--- config.mk ---
export PLATFORM = sky130hd
export DESIGN_NAME = entropy_nonce_collector
export DESIGN_NICKNAME = d
export VERILOG_FILES = /design/src/rtl/nonce_pkg.sv /design/src/rtl/entropy_rep_test.sv /design/src/rtl/entropy_nonce_collector.sv
export SDC_FILE = /design/constraint.sdc
export NUM_CORES = 1
export LEC_CHECK = 0
export ABC_AREA = 0
export CORE_MARGIN = 1
export CORE_UTILIZATION = 35
export DETAILED_ROUTE_END_ITERATION = 12
export DONT_BUFFER_PORTS = 1
export GPL_ROUTABILITY_DRIVEN = 0
export HOLD_SLACK_MARGIN = 0.03
export SLEW_MARGIN = 20
export SYNTH_ARGS = -nofsm -noshare
export SYNTH_HDL_FRONTEND = slang
export SYNTH_SLANG_ARGS = --single-unit
--- constraint.sdc ---
create_clock -name clk -period 3.2 [get_ports clk]
set_input_delay 0.64 -clock clk [delete_from_list [all_inputs] [get_ports clk]]
set_output_delay 0.64 -clock clk [all_outputs]
set_load 0.02 [all_outputs]
--- src/rtl/nonce_pkg.sv ---
// Shared nonce definitions: word width, secp256k1 group order and collector states.
package nonce_pkg;

    localparam int NONCE_W = 256;

    localparam logic [NONCE_W-1:0] SECP256K1_N =
        256'hFFFFFFFF_FFFFFFFF_FFFFFFFF_FFFFFFFE_BAAEDCE6_AF48A03B_BFD25E8C_D0364141;

    typedef enum logic [2:0] {
        ST_IDLE,
        ST_COLLECT,
        ST_CHECK,
        ST_OFFER,
        ST_ISSUE,
        ST_FAULT
    } state_e;

    // A usable ECDSA nonce must lie in [1, N-1].
    function automatic logic in_range(input logic [NONCE_W-1:0] v);
        return (v != '0) && (v < SECP256K1_N);
    endfunction

endpackage

--- src/rtl/entropy_rep_test.sv ---
// Repetition-count health test on the TRNG bit stream; trip is asserted
// combinationally alongside the valid bit that completes a run of REP_LIMIT.
module entropy_rep_test #(
    parameter int REP_LIMIT = 48,
    parameter int CNT_W     = $clog2(REP_LIMIT + 1) + 1
) (
    input  logic clk,
    input  logic rst,
    input  logic bit_i,
    input  logic valid_i,
    input  logic clear_i,
    output logic trip_o
);

    logic [CNT_W-1:0] run_q, run_d, run_inc;
    logic             last_q, last_d;

    always_comb begin
        run_inc = (run_q != '0 && bit_i == last_q) ? run_q + CNT_W'(1) : CNT_W'(1);
        run_d   = run_q;
        last_d  = last_q;
        if (clear_i) begin
            run_d  = '0;
            last_d = 1'b0;
        end else if (valid_i) begin
            run_d  = run_inc;
            last_d = bit_i;
        end
    end

    assign trip_o = valid_i && !clear_i && (run_inc >= CNT_W'(REP_LIMIT));

    always_ff @(posedge clk) begin
        if (rst) begin
            run_q  <= '0;
            last_q <= 1'b0;
        end else begin
            run_q  <= run_d;
            last_q <= last_d;
        end
    end

endmodule

--- src/rtl/entropy_nonce_collector.sv ---
// Gathers 256 TRNG bits, rejection-samples against the secp256k1 order and issues
// each accepted nonce once. Define NONCE_HEALTH_TEST_EN to enable the repetition test.
module entropy_nonce_collector
    import nonce_pkg::*;
#(
    parameter int REP_LIMIT   = 48,
    parameter int MAX_REJECTS = 4
) (
    input  logic               clk,
    input  logic               rst,
    input  logic               req,
    input  logic               entropy_bit,
    input  logic               entropy_valid,
    input  logic               sink_busy,
    output logic [NONCE_W-1:0] nonce_out,
    output logic               nonce_valid,
    output logic               load_nonce,
    output logic               busy,
    output logic               fault
);

    localparam int RJ_W = $clog2(MAX_REJECTS + 1);

    state_e             state_q;
    logic [NONCE_W-1:0] shreg_q;
    logic [8:0]         bit_cnt_q;
    logic [RJ_W-1:0]    reject_cnt_q;
    logic               health_trip;

`ifdef NONCE_HEALTH_TEST_EN
    entropy_rep_test #(
        .REP_LIMIT(REP_LIMIT)
    ) u_rep_test (
        .clk     (clk),
        .rst     (rst),
        .bit_i   (entropy_bit),
        .valid_i (entropy_valid),
        .clear_i (state_q != ST_COLLECT),
        .trip_o  (health_trip)
    );
`else
    logic unused_rep_limit;
    assign unused_rep_limit = (REP_LIMIT > 0);
    assign health_trip      = 1'b0;
`endif

    always_ff @(posedge clk) begin
        if (rst) begin
            state_q      <= ST_IDLE;
            shreg_q      <= '0;
            bit_cnt_q    <= '0;
            reject_cnt_q <= '0;
        end else begin
            unique case (state_q)
                ST_IDLE: begin
                    if (req) state_q <= ST_COLLECT;
                end
                ST_COLLECT: begin
                    // The bit that trips the health test is dropped, not shifted in.
                    if (entropy_valid) begin
                        if (health_trip) begin
                            state_q <= ST_FAULT;
                        end else begin
                            shreg_q   <= {shreg_q[NONCE_W-2:0], entropy_bit};
                            bit_cnt_q <= bit_cnt_q + 9'd1;
                            if (bit_cnt_q == 9'd255) state_q <= ST_CHECK;
                        end
                    end
                end
                ST_CHECK: begin
                    if (in_range(shreg_q)) begin
                        state_q      <= ST_OFFER;
                        reject_cnt_q <= '0;
                    end else begin
                        shreg_q      <= '0;
                        bit_cnt_q    <= '0;
                        reject_cnt_q <= reject_cnt_q + RJ_W'(1);
                        state_q      <= (reject_cnt_q == RJ_W'(MAX_REJECTS - 1)) ? ST_FAULT
                                                                                  : ST_COLLECT;
                    end
                end
                ST_OFFER: begin
                    if (!sink_busy) state_q <= ST_ISSUE;
                end
                ST_ISSUE: begin
                    shreg_q   <= '0;
                    bit_cnt_q <= '0;
                    state_q   <= ST_IDLE;
                end
                ST_FAULT: begin
                    shreg_q   <= '0;
                    bit_cnt_q <= '0;
                end
                default: state_q <= ST_IDLE;
            endcase
        end
    end

    assign busy        = (state_q != ST_IDLE);
    assign nonce_valid = (state_q == ST_OFFER) || (state_q == ST_ISSUE);
    assign load_nonce  = (state_q == ST_ISSUE);
    assign fault       = (state_q == ST_FAULT);
    assign nonce_out   = nonce_valid ? shreg_q : '0;

endmodule

# Word-level counts from Yosys, hierarchy flattened
# Index checks and enable logic that the tools add are counted.
[word_totals]
output_inout_bits = 260
wordCells = 44
ff_bits = 271
in_bits = 6
[classes]
add_sub_neg = 2
n_reduce_logical = 9
eq_ne = 12
mux = 15
magnitude_cmp = 1
bitwise_logic = 1
[op_table]
columns = ["operator", "count"]
rows = [
  ["256-bit two-way mux", 3],
  ["256-bit one-hot mux with 3 select lines", 1],
  ["256-bit < comparator, second input constant", 1],
  ["256-bit nonzero test", 1],
  ["9-bit one-hot mux with 3 select lines", 1],
  ["3-bit two-way mux", 7],
  ["9-bit two-way mux", 2],
  ["3-bit one-hot mux with 5 select lines", 1],
  ["2-bit inequality test, second input constant", 5],
  ["9-bit by 1-bit adder with 9-bit output, second input constant", 1],
  ["3-bit by 2-bit equality test with 1-bit output, second input constant", 3],
  ["9-bit by 8-bit equality test with 1-bit output, second input constant", 1],
  ["3-bit equality test, second input constant", 2],
  ["3-bit nonzero test", 2],
  ["5-bit AND reduction", 1],
  ["3-bit by 1-bit adder with 3-bit output, second input constant", 1],
  ["3-bit by 1-bit equality test with 1-bit output, second input constant", 1],
  ["3-bit logical NOT", 1],
  ["3-bit AND reduction", 1],
  ["2-bit OR reduction", 1],
  ["1-bit logical AND", 1],
  ["1-bit logical OR", 1],
  ["1-bit inverter", 1],
]

# Depth between registers and ports, before layout
[logic_depth]
ltp_word = 4
mapped_depth = 9
depth_no_buf = 7

# Worst setup path before layout
# OpenSTA, ideal clock, no wires.
[synth_path]
path_type = "reg-to-reg"
start = "register shreg_q[63]"
end = "register shreg_q[177]"
arrival_time_ps = 2397
slack_ps = 664
path_stages_with_launch = 10
setup_ps = 139
path_buffers = 2
path_cell_list = "dfxtp_1 -> inv_2 -> or4_1 -> or4_1 -> a21oi_1 -> o2111ai_1 -> a31oi_4 -> buf_6 -> buf_2 -> o32ai_1"
[synth_via]
elab_chain_cells = 4
[synth_lines]
columns = ["element", "line", "rtl"]
rows = [
  ["start, declared", "entropy_nonce_collector.sv:25", "logic [NONCE_W-1:0] shreg_q;"],
  ["start signal, assigned", "entropy_nonce_collector.sv:64", "shreg_q <= {shreg_q[NONCE_W-2:0], entropy_bit};"],
  ["256-bit < comparator / 256-bit nonzero test (equally long branches)", "nonce_pkg.sv:20", "return (v != '0) && (v < SECP256K1_N);"],
  ["1-bit logical AND *", "nonce_pkg.sv:20", ""],
  ["2-bit inequality test (no line) *", "--", ""],
  ["3-bit AND reduction (no line) *", "--", ""],
]
# Mark *: on every way between the ends. The rest lies on a longest branch, timed or not.
# A chain may end at the register's enable or synchronous reset.

# Worst setup path in the final report
[layout_path]
start = "register shreg_q[169]"
end = "register shreg_q[224]"
# The elaborated chain is that of the path after synthesis.

==> qor.yml <==
final_layout:
  areaGrowthSynthToFinish_pct: 21.0
  layout_commonest_cell: "nor2_1"
  final_core_util_pct: 43.4
  diodes: 0
  final-seq-area_sq_um: 5430
  nNetsFinal: 1563
  nFillCells: 3345
  multiInputGateArea_sq_um: 5090
  mostFrequentLayoutCells: "272 x nor2_1, 271 x dfxtp_1, 266 x inv_1"
  final_area_sq_um: 14700
  drive_above_1_share_pct: 15.8
synthesis:
  async_flop_share_pct: 0
  synth.cell_area_sq_um: 12100
  syn_avg_cell_area_sq_um: 8.31
  synthFlopType: "dfxtp_1"
  ys_top_cells_by_area: "dfxtp_1 45%, o32ai_1 18%, nor2_1 8.5%"
  ys_seq_area_share_pct: 44.8
  ys_seq_elements: 271
  synth_cells: 1458
  synth_edf_count: 0
  synth_top_area_cell: "dfxtp_1"
  yosys_warnings: 0
  synth_top_cell_area_share_pct: 44.8
  syn_nets: 1468
  ys_types: 48
sta:
  setup_viol: 0
  hold_viol: 0
  worstMarginPinSlew_ps: 912
  drv_slew: 0
  period_share_pct: 97.1
  fin_crit_ps: 3110
  relSlewSlack_pct: 38.6
  fmax_mhz: 322
  fin_skew_ps: 16.4
  rsz0062_at_grt: "no"
  fin_tns_setup_ps: 0
floorplanning:
  die_w_microns: 188
  coreArea_sq_um: 33800
  die_area_sq_um: 35400
  initial_core_util_pct: 35.9
  row_count: 67
  io_pins: 266
  fp.dieH_microns: 188
status:
  outcome: "complete, no violations"
power:
  p_comb_share_pct: 2.4
  switching_share_pct: 22.0
  p_leak_nw: 4.60
  power.density_nw_per_um2: 477
  clkPwrFrac_pct: 49.1
  p_sw_mw: 1.54
  pwr-share-seq_pct: 48.5
  total_power_mw: 6.99
  p_int_mw: 5.45
  peakVddDrop_uv: 363
grt:
  grt_pass1_wl_microns: 62700
  grt_pass1_vias: 10702
  grt_usage_pct: 22.2
  overflow: 0
  antenna_found_initial: 0
  grt_max_degree: 166
placed_design:
  hpwl_microns: 30400
  placedInstanceArea_sq_um: 13700
  portBuffers: 0
setup_path:
  reg2reg_depth: 10
  critPathLaunchType: "flip-flop"
  cpPeakStageDelay_ps: 660
  slowest_stage: "nor4_1"
  cp.required_ps: 3590
  rrSetupSlack_ps: 90
  crit_type: "reg -> reg"
  arrival_ps: 3500
  critPathMaxFanout: 27
  critPathCaptureType: "flip-flop"
  crit_path_cell_trace: "nor4_1, nand4_1, nor4_1, buf_4, nand4_1, or3_1, a31oi_4, buf_12, buf_12, o32ai_1"
clocking:
  cts_max_path_buffers: 3
  h-tree-depth: 1
  hold_buffers: 0
  clk_pin_slew_ps: 60
  cts_root_buf: "clkbuf_16"
  cts_sinks: 271
  cts_buffers: 30
  tritoncts: "yes"
  clk_latency_ps: 550
route:
  remaining_drc_errors: 0
  drt_first_pass_iters: 6
  wl_microns: 41600
  vias: 11538
  wl_per_cell_microns: 20.6
  via_per_inst: 5.71
  drtAntennaViolNets: 0
  drtIter0Drc: 1132
run:
  cap_violations: 0
hold_path:
  min_path_cells: 1
  hold_path.class: "in -> reg"
Yosys cell counts, types with 2 or more instances:
library cell  count
buf_1             3
and2_1            2
a31oi_1          10
o21a_1            2
or3_1             3
nand4_1          59
a21oi_1          11
nand3_1          15
o31ai_1           9
nand2_1          13
and4_1            3
and3_1            4
o32ai_2           6
nor4_1           78
nor3_1           12
dfxtp_1         271
or4_1             7
nor2_1          275
nand2b_1          3
a211oi_1          3
buf_6            23
inv_1           266
a22o_1            4
o41ai_1           2
o32ai_1         251
o2111ai_1         3
clkbuf_1         87
o21ai_0           4
ha_1              4
o211ai_1          2
buf_2             6
sequential cells by signal (all words and copies together), names as in the netlist:
| signal | flops |
|---|---|
| state_q | 3 |
| bit_cnt_q | 9 |
| shreg_q | 256 |
| reject_cnt_q | 3 |
metal layers:
| layer | wire, microns | vias up | track usage [%] |
|---|---|---|---|
| met3 | 2660 | 57 | 3.78 |
| met1 | 18600 | 5572 | 30.9 |
| met5 | 0 | - | 0 |
| met2 | 19200 | 435 | 35.0 |
| li1 | - | 5474 | - |
| met4 | 1070 | 0 | 6.57 |
through the flow:
| stage | hold slack [ps] | cells | worst slack (ps) |
|---|---|---|---|
| global route | 154 | 2021 | 0.642 |
| floorplan | 449 | 1458 | 664 |
| CTS | 147 | 2021 | 75.3 |
| finish | 153 | 2021 | 94.3 |
| global placement | 462 | 1969 | 112 |
| detailed placement | 475 | 1969 | 155 |
power by group through the flow:
stage | logic, mW | registers (mW) | clock network (mW)
2_1_floorplan | 0.127 | 3.46 | 0
4_1_cts | 0.164 | 3.39 | 3.47
6_report | 0.166 | 3.39 | 3.43
3_3_place_gp | 0.161 | 3.47 | 0
5_1_grt | 0.178 | 3.39 | 3.62
3_5_place_dp | 0.163 | 3.47 | 0
final cells by class:
type | count | share of cell area (%)
timing repair buffer | 182 | 10.9
sequential | 271 | 37.0
inverter | 267 | 6.83
multi-input combinational | 801 | 34.7
clock inverter | 14 | 0.904
tap | 448 | 3.82
clock buffer | 38 | 5.81
worst max-delay path: cells and delay by family (launching register included):
kind / cells / cell delay [ps]
and+or+nand+nor: 5 / 1720
buffers and inverters: 3 / 540
DFF: 1 / 340
AOI/OAI and AO/OA: 2 / 340
final timing paths:
kind	startpoint	endpoint
hold / removal	rst	state_q[0]
hold reg to reg	reject_cnt_q[1]	reject_cnt_q[1]
setup / recovery	shreg_q[169]	shreg_q[224]
setup reg to reg	shreg_q[169]	shreg_q[224]
timing repair:
item                                    CTS  global route
endpoints found under the hold margin     0             0
setup buffers                             0             0
endpoints found under the setup margin    0           114
resized for setup                         0             2
cells by family after synthesis:
kind of cell	after synthesis	synth area share, %
compound gates	319	22.8
fa+ha+maj	4	0.413
buf+inv	386	13.4
flops	271	44.8
simple gates	478	18.6
(Power assumes the default switching activity.)
